`config.mk`:
```
export PLATFORM = sky130hd
export DESIGN_NAME = ssd_scan_ctrl
export DESIGN_NICKNAME = d
export VERILOG_FILES = /design/src/rtl/ssd_scan_ctrl.sv
export SDC_FILE = /design/constraint.sdc
export NUM_CORES = 1
export LEC_CHECK = 0
export BUFFER_PORTS_ARGS = -buffer_cell sky130_fd_sc_hd__buf_2
export CORE_MARGIN = 5
export CORE_UTILIZATION = 44
export CTS_CLUSTER_SIZE = 8
export DETAILED_ROUTE_END_ITERATION = 12
export GPL_TIMING_DRIVEN = 0
export SLEW_MARGIN = 20
export SYNTH_ARGS = -nofsm -noshare
export SYNTH_HDL_FRONTEND = slang
export SYNTH_SLANG_ARGS = --single-unit
```
`constraint.sdc`:
```
create_clock -name clk -period 3.5 [get_ports clk]
set_clock_uncertainty 0.1 [all_clocks]
set_input_delay 0.525 -clock clk [delete_from_list [all_inputs] [get_ports clk]]
set_output_delay 0.525 -clock clk [all_outputs]
set_load 0.01 [all_outputs]
```
`src/rtl/ssd_scan_ctrl.sv`:
```
// Scan sequencer for a 4-digit multiplexed seven-segment display.
// Frame-synchronous double buffer for the digit codes, plus blanking for leading-zero suppression and blinking.
module ssd_scan_ctrl #(
    parameter int DIV_CNT      = 100000,
    parameter int BLINK_FRAMES = 125
) (
    input  logic       clk,
    input  logic       rst,
    input  logic       load,
    input  logic [3:0] in1,
    input  logic [3:0] in2,
    input  logic [3:0] in3,
    input  logic [3:0] in4,
    input  logic       lz_en,
    input  logic [3:0] blink_mask,
    output logic [1:0] scan,
    output logic [3:0] out1,
    output logic [3:0] out2,
    output logic [3:0] out3,
    output logic [3:0] out4,
    output logic       blank,
    output logic       frame_tick
);

    localparam int CNT_W = $clog2(DIV_CNT);
    localparam int BLK_W = $clog2(BLINK_FRAMES + 1);

    logic [CNT_W-1:0] cnt_q, cnt_d;
    logic [1:0]       scan_q, scan_d;
    logic [3:0]       sh1_q, sh2_q, sh3_q, sh4_q;
    logic [3:0]       sh1_d, sh2_d, sh3_d, sh4_d;
    logic [3:0]       o1_q, o2_q, o3_q, o4_q;
    logic [3:0]       o1_d, o2_d, o3_d, o4_d;
    logic             pend_q, pend_d;
    logic [BLK_W-1:0] blk_cnt_q, blk_cnt_d;
    logic             blk_ph_q, blk_ph_d;
    logic             tick_q, tick_d;
    logic             slot_edge, wrap;
    logic             lz_term, blink_term;

    assign slot_edge = (cnt_q == CNT_W'(DIV_CNT - 1));
    assign wrap      = slot_edge && (scan_q == 2'd3);

    always_comb begin
        cnt_d     = cnt_q + CNT_W'(1);
        scan_d    = scan_q;
        sh1_d     = sh1_q;
        sh2_d     = sh2_q;
        sh3_d     = sh3_q;
        sh4_d     = sh4_q;
        o1_d      = o1_q;
        o2_d      = o2_q;
        o3_d      = o3_q;
        o4_d      = o4_q;
        pend_d    = pend_q;
        blk_cnt_d = blk_cnt_q;
        blk_ph_d  = blk_ph_q;
        tick_d    = wrap;

        if (slot_edge) begin
            cnt_d  = '0;
            scan_d = scan_q + 2'd1;
        end

        if (load) begin
            sh1_d  = in1;
            sh2_d  = in2;
            sh3_d  = in3;
            sh4_d  = in4;
            pend_d = 1'b1;
        end

        if (wrap) begin
            // A load coinciding with the wrap commits its own inputs, not the older shadow.
            if (load) begin
                o1_d = in1;
                o2_d = in2;
                o3_d = in3;
                o4_d = in4;
            end else if (pend_q) begin
                o1_d = sh1_q;
                o2_d = sh2_q;
                o3_d = sh3_q;
                o4_d = sh4_q;
            end
            pend_d = 1'b0;

            if (blk_cnt_q == BLK_W'(BLINK_FRAMES - 1)) begin
                blk_cnt_d = '0;
                blk_ph_d  = ~blk_ph_q;
            end else begin
                blk_cnt_d = blk_cnt_q + BLK_W'(1);
            end
        end
    end

    always_ff @(posedge clk) begin
        if (rst) begin
            cnt_q     <= '0;
            scan_q    <= '0;
            sh1_q     <= '0;
            sh2_q     <= '0;
            sh3_q     <= '0;
            sh4_q     <= '0;
            o1_q      <= '0;
            o2_q      <= '0;
            o3_q      <= '0;
            o4_q      <= '0;
            pend_q    <= 1'b0;
            blk_cnt_q <= '0;
            blk_ph_q  <= 1'b0;
            tick_q    <= 1'b0;
        end else begin
            cnt_q     <= cnt_d;
            scan_q    <= scan_d;
            sh1_q     <= sh1_d;
            sh2_q     <= sh2_d;
            sh3_q     <= sh3_d;
            sh4_q     <= sh4_d;
            o1_q      <= o1_d;
            o2_q      <= o2_d;
            o3_q      <= o3_d;
            o4_q      <= o4_d;
            pend_q    <= pend_d;
            blk_cnt_q <= blk_cnt_d;
            blk_ph_q  <= blk_ph_d;
            tick_q    <= tick_d;
        end
    end

    // Rightmost digit is never suppressed so an all-zero value still shows "0".
    always_comb begin
        lz_term = 1'b0;
        case (scan_q)
            2'd3:    lz_term = (o4_q == 4'd0);
            2'd2:    lz_term = (o4_q == 4'd0) && (o3_q == 4'd0);
            2'd1:    lz_term = (o4_q == 4'd0) && (o3_q == 4'd0) && (o2_q == 4'd0);
            default: lz_term = 1'b0;
        endcase
        lz_term = lz_term && lz_en;
    end

    assign blink_term = blk_ph_q && blink_mask[scan_q];

    assign scan       = scan_q;
    assign out1       = o1_q;
    assign out2       = o2_q;
    assign out3       = o3_q;
    assign out4       = o4_q;
    assign blank      = blink_term || lz_term;
    assign frame_tick = tick_q;

endmodule

```
==> results.md <==
* Synthesized instance count at 279
* Yosys cell types at 38
* Fillers at 577
* Crit. End Element: register
* Post-CTS setup buffers at 0
* HP Class: in -> reg
* Core Rows at 28
* Die height at 88.6 um
* Hpwl dp at 3900 um
* CTS Buffer Depth at 2
* PortBufs at 41
* Clock root cell: clkbuf_8
* Critical Path Fanout Max at 10
* Mean post-synth cell area at 9.75 um^2
* Total gr overflow at 0
* Total Routing Usage GR at 0.153
* CORE AREA at 5960 um^2
* ANT cells at 0
* Number of synthesized flops with an enable pin at 0
* Worst Path Arrival at 3070 ps
* Mapped cell area at 2720 um^2
* Largest net degree at the start of global routing at 11
* Layout area overhead at 18.3%
* Endpoints failing setup at 0
* First-pass GRT wire length at 9230 um
* Layout cells sized above 1 at 0.230
* Fin. max-slew vios at 0
* Number of global-route vias before repair at 1997
* Type of origin of the critical path: register
* Clock sinks at 61
* Residual DRC count at 0
* Io pins at 44
* DR vias at 2107
* Top FF cell, synth: dfxtp_1
* Final hold violation count at 0
* Pwr Density at 437 nW/um^2
* Seq/Total Area, Yosys at 0.449
* CTS Buf Count at 9
* Tcrit/Tclk final at 0.841
* Setup TNS at 0 ps
* Max Cap Viol at 0
* Slew headroom at 0.252
* Vias per std cell at 5.14
* Flops & latches, synth at 61
* CTS tree: yes
* DR pass1 iterations at 4
* Syn_nets at 310
* Routed WL at 5640 um
* Critical Path RT at 3620 ps
* Max Fclk at 340 MHz
* Minimum clock period at 2940 ps
* Pleak at 1.32 nW
* Antenna Nets Post-Route at 0
* Final nets at 362
* Htree depth at 3
* Peak supply drop at 246 uV
* Status: finished clean
* Unrepaired setup endpoints after global routing: false
* Starting density of the core at 0.457
* WS Path Type: reg -> reg
* Actual slew at the worst max-slew pin at 1110 ps
* Yosys warns at 0
* Clk_lat worst skew at 340 ps
* Reg clk slew, reported paths at 70 ps
* Routability congestion estimate at 0.774
* 1st-iter DRT viols at 77
* Ys async rst share at 0
* Hold_buf cts at 0
* Most frequent cells in the layout: 61 x dfxtp_1, 42 x buf_2, 35 x nor2_1
* Die X at 88.6 um
* WL/cell at 13.7 um
* Die ar. at 7850 um^2
* Most common cell after layout, fill and taps aside: dfxtp_1
* Initial antenna violation count at 0
* Tot Pwr at 1.41 mW
* CTS resizes at 0
==> worst max-delay path: stages, from the launching register on <==
cell and delay (ps):
dfxtp_1 430, ha_1 180, clkbuf_1 270, nand4b_1 160, or4_1 500, buf_2 180
or3_1 410, buf_6 160, buf_8 150, mux2_4 300
==> final cells by class <==
cell class	count	area, um^2	share of cell area
multi-input combinational	194	1390	0.431
inverter	8	30.0	0.00933
clock inverter	4	47.5	0.0148
clock buffer	11	151	0.0471
timing repair buffer	41	205	0.0638
buffer	16	80.1	0.0249
tap	75	93.8	0.0292
sequential	61	1220	0.380
==> sequential cells by signal (all words and copies together), names as in the netlist <==
register / cells
blk_cnt_q: 7
blk_ph_q: 1
cnt_q: 17
frame_tick: 1
out1: 4
out2: 4
out3: 4
out4: 4
pend_q: 1
scan: 2
sh1_q: 4
sh2_q: 4
sh3_q: 4
sh4_q: 4
==> cell families (layout without fill, tap and decap cells) <==
kind of cell	count (synthesis)	in the layout	synth area share
multiplexers	33	33	0.147
adder cells (fa/ha/maj)	7	7	0.0322
XOR/XNOR	15	15	0.0483
AO/OA/AOI/OAI	30	30	0.0654
AND/OR/NAND/NOR	109	109	0.217
buffers and inverters	24	80	0.0405
flip-flops	61	61	0.449
==> final timing paths <==
path                                    from  slack, ps  cells past startpoint            to
worst min-delay path                  in4[2]        370                      3      sh4_q[2]
worst max register to register      cnt_q[0]        560                      9       out2[0]
worst max-delay path                cnt_q[0]        560                      9       out2[0]
worst min register to register  blk_cnt_q[3]        390                      2  blk_cnt_q[3]
==> power by group <==
group	leakage, nW	internal (mW)	switching (mW)
Sequential	0.495	0.709	0.00703
Combinational	0.727	0.0256	0.0332
Clock	0.101	0.361	0.271
Total	1.32	1.10	0.312
==> per-layer routing <==
layer,part of all wire,track usage,wire length [um]
met5,0,0,0
met4,0.022,0.0879,126
met3,0.058,0.0317,328
met2,0.44,0.241,2480
met1,0.48,0.196,2710
==> cells in the mapped netlist, types with 8 or more instances <==
library cell  number  share of area
nor2b_1           17          0.039
mux2i_1           16          0.059
inv_1              8          0.011
nand4_1           11          0.025
mux2_4            10          0.055
nor2_1            35          0.048
a21oi_1           13          0.024
dfxtp_1           61           0.45
xnor2_1           10          0.032
clkbuf_1          11          0.015
nor4_1             9          0.021
==> metrics by stage <==
step                 util  cells  worst slack (ps)  cell area [um^2]  hold slack (ps)
global route        0.540    410               267              3220              374
global placement    0.507    395               538              3020              367
detailed placement  0.507    395               572              3020              371
floorplan               -    279               810              2720              347
finish              0.540    410               557              3220              366
CTS                 0.540    410               541              3220              351
Note: power is estimated with default switching activity, not from simulation.
